File: src/rtl/alu_pipe.sv
// alu_pipe: WIDTH-bit two-stage pipelined ALU with valid/ready handshake on both sides.
// Stage 1 shifts LHS and combines it with RHS through a 4-bit truth table.
// Stage 2 adds a selected second operand and carry, then retires the result and sticky flags.
// Optional feature macro: ALU_ROTATE_EN builds rotate, swap-halves and bit-reverse shifts.
// DELAY_RISE / DELAY_FALL only describe simulation output delays; this model is zero-delay.

module alu_pipe #(
    parameter int WIDTH      = 8,
    parameter int DELAY_RISE = 0,
    parameter int DELAY_FALL = 0
) (
    input  logic             CLK,
    input  logic             RST,
    input  logic             IN_VALID,
    output logic             IN_READY,
    input  logic [WIDTH-1:0] LHS,
    input  logic [WIDTH-1:0] RHS,
    input  logic [2:0]       SHIFT_OP,
    input  logic [3:0]       LOGIC_OP,
    input  logic [1:0]       B_SEL,
    input  logic [1:0]       CARRY_SEL,
    input  logic             FLAG_WE,
    output logic             OUT_VALID,
    input  logic             OUT_READY,
    output logic [WIDTH-1:0] RESULT,
    output logic             OVERFLOW_FLAG,
    output logic             NEGATIVE_FLAG,
    output logic             ZERO_FLAG,
    output logic             ARITH_CARRY_FLAG,
    output logic             LOGIC_CARRY_FLAG
);

    // Reject parameter sets the datapath cannot support (odd widths break swap-halves).
    if ((WIDTH < 4) || ((WIDTH % 2) != 0) || (DELAY_RISE < 0) || (DELAY_FALL < 0)) begin : g_badParams
        $error("alu_pipe: WIDTH must be even and >= 4, delays must be non-negative");
    end

    logic             advance;
    logic [WIDTH-1:0] shifted;
    logic             shiftCarry;
    logic [WIDTH-1:0] logic_d;

    logic             v1_q;
    logic [WIDTH-1:0] logic_q;
    logic             logicCarry_q;
    logic [WIDTH-1:0] rhs_q;
    logic [1:0]       bSel_q;
    logic [1:0]       carrySel_q;
    logic             flagWe_q;

    logic [WIDTH-1:0] bOperand;
    logic             carryIn;
    logic [WIDTH-1:0] result_d;
    logic             carry_d;
    logic             overflow_d;

    logic             outValid_q;
    logic [WIDTH-1:0] result_q;
    logic             overflow_q;
    logic             negative_q;
    logic             zero_q;
    logic             arithCarry_q;
    logic             logicCarry2_q;

    // The whole pipe moves only when the output slot is empty or being drained.
    assign advance  = !outValid_q || OUT_READY;
    assign IN_READY = advance;

    // Stage-1 shifter; LC is the bit pushed off the end by the plain shifts only.
    always_comb begin
        shifted    = LHS;
        shiftCarry = 1'b0;
        case (SHIFT_OP)
            3'b001: begin
                shifted    = {LHS[WIDTH-2:0], 1'b0};
                shiftCarry = LHS[WIDTH-1];
            end
            3'b010: begin
                shifted    = {1'b0, LHS[WIDTH-1:1]};
                shiftCarry = LHS[0];
            end
            3'b011: begin
                shifted    = {LHS[WIDTH-1], LHS[WIDTH-1:1]};
                shiftCarry = LHS[0];
            end
`ifdef ALU_ROTATE_EN
            3'b100: shifted = {LHS[WIDTH-2:0], LHS[WIDTH-1]};
            3'b101: shifted = {LHS[0], LHS[WIDTH-1:1]};
            3'b110: shifted = {LHS[WIDTH/2-1:0], LHS[WIDTH-1:WIDTH/2]};
            3'b111: begin
                for (int i = 0; i < WIDTH; i++) begin
                    shifted[i] = LHS[WIDTH-1-i];
                end
            end
`endif
            default: begin
                shifted    = LHS;
                shiftCarry = 1'b0;
            end
        endcase
    end

    // Bitwise truth-table lookup indexed by {shifted bit, RHS bit}.
    always_comb begin
        logic_d = '0;
        for (int i = 0; i < WIDTH; i++) begin
            logic_d[i] = LOGIC_OP[{shifted[i], RHS[i]}];
        end
    end

    // Stage-2 adder; carry-select 10 reads the live flag so chained ops need no bubble.
    always_comb begin
        case (bSel_q)
            2'b00:   bOperand = '0;
            2'b01:   bOperand = rhs_q;
            2'b10:   bOperand = ~rhs_q;
            default: bOperand = '1;
        endcase
        case (carrySel_q)
            2'b00:   carryIn = 1'b0;
            2'b01:   carryIn = 1'b1;
            2'b10:   carryIn = arithCarry_q;
            default: carryIn = logicCarry_q;
        endcase
        {carry_d, result_d} = {1'b0, logic_q} + {1'b0, bOperand} + {{WIDTH{1'b0}}, carryIn};
        overflow_d = (logic_q[WIDTH-1] == bOperand[WIDTH-1]) && (result_d[WIDTH-1] != logic_q[WIDTH-1]);
    end

    // Control/visible state: reset wins, otherwise shift valids and retire results on advance.
    always_ff @(posedge CLK) begin
        if (RST) begin
            v1_q          <= 1'b0;
            outValid_q    <= 1'b0;
            result_q      <= '0;
            overflow_q    <= 1'b0;
            negative_q    <= 1'b0;
            zero_q        <= 1'b0;
            arithCarry_q  <= 1'b0;
            logicCarry2_q <= 1'b0;
        end else if (advance) begin
            v1_q       <= IN_VALID;
            outValid_q <= v1_q;
            if (v1_q) begin
                result_q <= result_d;
                if (flagWe_q) begin
                    overflow_q    <= overflow_d;
                    negative_q    <= result_d[WIDTH-1];
                    zero_q        <= (result_d == '0);
                    arithCarry_q  <= carry_d;
                    logicCarry2_q <= logicCarry_q;
                end
            end
        end
    end

    // Stage-1 payload is only meaningful alongside v1_q, so it needs no reset.
    always_ff @(posedge CLK) begin
        if (!RST && advance && IN_VALID) begin
            logic_q      <= logic_d;
            logicCarry_q <= shiftCarry;
            rhs_q        <= RHS;
            bSel_q       <= B_SEL;
            carrySel_q   <= CARRY_SEL;
            flagWe_q     <= FLAG_WE;
        end
    end

    assign OUT_VALID        = outValid_q;
    assign RESULT           = result_q;
    assign OVERFLOW_FLAG    = overflow_q;
    assign NEGATIVE_FLAG    = negative_q;
    assign ZERO_FLAG        = zero_q;
    assign ARITH_CARRY_FLAG = arithCarry_q;
    assign LOGIC_CARRY_FLAG = logicCarry2_q;

endmodule

File: config.mk
export PLATFORM = sky130hd
export DESIGN_NAME = alu_pipe
export DESIGN_NICKNAME = d
export VERILOG_FILES = /design/src/rtl/alu_pipe.sv
export SDC_FILE = /design/constraint.sdc
export NUM_CORES = 1
export LEC_CHECK = 0
export BUFFER_PORTS_ARGS = -buffer_cell sky130_fd_sc_hd__buf_4
export CORE_MARGIN = 8
export CORE_UTILIZATION = 58
export CTS_CLUSTER_DIAMETER = 200
export CTS_CLUSTER_SIZE = 25
export DETAILED_ROUTE_END_ITERATION = 12
export GPL_TIMING_DRIVEN = 0
export PLACE_DENSITY = 0.91
export SLEW_MARGIN = 20
export SYNTH_ARGS = -nofsm -noshare
export SYNTH_HDL_FRONTEND = slang
export SYNTH_SLANG_ARGS = --single-unit
File: constraint.sdc
create_clock -name CLK -period 6.2 [get_ports CLK]
set_input_delay 0 -clock CLK [delete_from_list [all_inputs] [get_ports CLK]]
set_output_delay 0 -clock CLK [all_outputs]
set_load 0.005 [all_outputs]
==> results.md <==
- Area Overhead vs Synth: 29.5%
- Final setup fails: 0
- HPWL Detailed: 3.70 mm
- FF-to-FF End: ZERO_FLAG$_SDFFE_PP0P_
- Clock Path Buffers: 2
- Fraction of layout cells with a size suffix above 1: 0.297
- Setup_tns: 0 ps
- Post-route DRC: 0
- Antenna-violating nets left: 0
- CTS H-Tree Depth: 2
- Routed WL per cell: 18.5 um
- CP delay by family, top: compound AO/OA/AOI/OAI gates
- Post-synth EDFFs: 22
- Worst vdd ir: 0.164 mV
- Critical path required time: 6450 ps
- CP max-delay cell: edfxtp_1
- Post-synthesis area per instance: 11.0 um^2
- Initial Util: 0.612
- Worst reg2reg path depth: 8
- Syn. warnings: 0
- Worst Skew: 8.63 ps
- Cell count after synthesis: 189
- Total Routing Usage GR: 0.208
- Initial antenna violation count: 0
- DR iter-0 viols: 99
- Crit path to: ZERO_FLAG$_SDFFE_PP0P_
- Met3 Track Usage GR: 0.0513
- Synth top area share: 0.319
- Resize count post-CTS: 0
- Die ar.: 5740 um^2
- Worst-path clk slew: 120 ps
- Area contributors post-synth: edfxtp_1, dfxtp_1, mux4_2
- RSZ-0062 raised after global routing: false
- Worst-margin pin slew: 951 ps
- R2R setup slack: 3030 ps
- Synth Net Count: 230
- Die X: 75.8 um
- Setup crit start kind: register
- Vias in the first global route: 1848
- Outcome: finished clean
- Grt total ovfl: 0
- CP Class: register to register
- Worst-Skew Late Latency: 350 ps
- Synth top cells by count: nand2_1, edfxtp_1, a21oi_1
- Crit path cell chain: mux2_2 > fa_1 > fa_1 > a211oi_1 > o21ai_0 > a211oi_1 > nor2_1 > a31o_1
- Max-slew violations: 0
- Largest net degree at the start of global routing: 23
- CP Depth: 8
- First-pass GRT wire length: 8.88 mm
- Area leader, netlist: edfxtp_1
- Slew headroom: 0.366
- Nets: 296
- Most Crowded Layer GR: met2
- Cts bufs inserted: 5
- #FFs+latches synth: 37
- Vias per inst: 5.89
- Crit path DAT: 3430 ps
- Part of the Yosys area used for sequential elements: 0.463
- Share of synthesized flip-flops with an asynchronous set or reset: 0
- Main synth FF type: edfxtp_1
- 1st-pass router iterations: 6
- Clock tree root buffer cell: clkbuf_4
- Min Tclk post-route: 3170 ps
- Max Fclk: 315 MHz
- Critical path origin: bSel_q[0]$_DFFE_PP_
- Final Hold Fails: 0
- Total wire length: 5.61 mm
- Vert. Die Dim: 75.8 um
- Max cap viols: 0
- Setup Fix Bufs, Post-CTS: 0
- Grt met1 use: 0.221
- Post-synth cell types: 42
- # rows: 21
- Biggest cell delay along the critical path: 530 ps
- Utilization after layout: 0.792
- Boundary pin count: 47
- Critical R2R Launch: bSel_q[0]$_DFFE_PP_
- Met2 GRT Util: 0.378
- Cell leakage power: 1.06 nW
- Synth Cell Area: 2070 um^2
- Worst hold path startpoint: LHS[7]
- CORE AREA: 3390 um^2
- Endpoint type of the worst setup path: register
- IO buf count: 45
- TritonCTS clock tree: done
- RePlAce Congestion: 0.838
- Routed vias: 1785
- Power Dens Cells: 215 nW/um^2
- Worst-path maximum fanout: 8
- CP Buf/Inv Count: 0
- Clock sinks: 37
- Hold crit path type: input pin to register
- Tcrit/Tclk final: 0.512
- Top-count cell post-synth: nand2_1
[layer usage]
| metal | wire (um) | vias to the layer above |
|---|---|---|
| met2 | 2950 | 83 |
| met4 | 130 | 0 |
| met5 | 0 | - |
| met3 | 389 | 12 |
| li1 | - | 852 |
| met1 | 2140 | 838 |
[flip-flops by register name, indices dropped and copies added, names as in the netlist]
register / count
logic_q: 8
OUT_VALID: 1
OVERFLOW_FLAG: 1
ARITH_CARRY_FLAG: 1
rhs_q: 8
v1_q: 1
ZERO_FLAG: 1
RESULT: 8
bSel_q: 2
logicCarry_q: 1
carrySel_q: 2
NEGATIVE_FLAG: 1
LOGIC_CARRY_FLAG: 1
flagWe_q: 1
[timing repair]
item / CTS / global route
endpoints found under the hold margin: 14 / 0
endpoints found under the setup margin: 0 / 0
hold buffers: 14 / 0
[layout by cell type (no fill, tap or decap), drive strengths merged, types with 3 or more instances in the layout]
cell type / Yosys / layout
a211oi: 5 / 5
a21o: 4 / 4
a21oi: 20 / 20
a22oi: 6 / 6
buf: 2 / 47
clkbuf: 5 / 12
dfxtp: 15 / 15
dlygate4sd3: 0 / 14
edfxtp: 22 / 22
ha: 7 / 7
inv: 4 / 5
mux2: 8 / 8
mux4: 8 / 8
nand2: 28 / 28
nor2: 8 / 8
nor3: 3 / 3
o21ai: 11 / 11
[worst min-delay path by stage]
stage	endpoint	slack, ps	cells after the start
6_report	logicCarry_q$_DFFE_PP_	40	3
5_1_grt	logicCarry_q$_DFFE_PP_	40	3
4_1_cts	logicCarry_q$_DFFE_PP_	20	3
3_5_place_dp	bSel_q[1]$_DFFE_PP_	180	1
3_3_place_gp	bSel_q[0]$_DFFE_PP_	180	1
2_1_floorplan	bSel_q[0]$_DFFE_PP_	100	0
[cell type report]
cell class                 instances  area, um^2
multi-input combinational        141        1070
sequential                        37         961
inverter                           4        15.0
clock inverter                     1        8.76
timing repair buffer              59         478
antenna                            1        2.50
fill                             203         704
buffer                             7        28.8
tap                               46        57.6
clock buffer                       7        65.1
[cell families (layout without fill, tap and decap cells)]
group,Yosys count,count (layout),share of synthesized area
simple gates,56,56,0.132
mux,16,16,0.130
compound gates,57,57,0.179
other cells,0,1,0
xor+xnor,3,3,0.0127
fa+ha+maj,9,9,0.0616
buf+inv,11,78,0.0211
flops,37,37,0.463
[through the flow]
step	power (mW)	hold slack (ps)	setup WS (ps)	std cells	area, um^2
after floorplan	0.367	98.9	3540	189	2070
after global routing	0.599	37.9	2810	302	2680
after detailed placement	0.416	179	3120	280	2470
final	0.577	35.2	3030	303	2690
after global placement	0.410	178	3180	280	2470
after CTS	0.571	22.8	3060	302	2680
[tightest hold or removal path, stage by stage]
cell     delay, ps
buf_4          100
a22oi_1         60
nor2_1         110
[where the power goes]
group | total, mW | internal (mW) | switching (mW)
sequential | 0.284 | 0.276 | 0.00794
clock | 0.154 | 0.0678 | 0.0866
combinational | 0.139 | 0.0689 | 0.0699
total | 0.577 | 0.413 | 0.164
No activity file was read; power rests on OpenSTA's default activity.
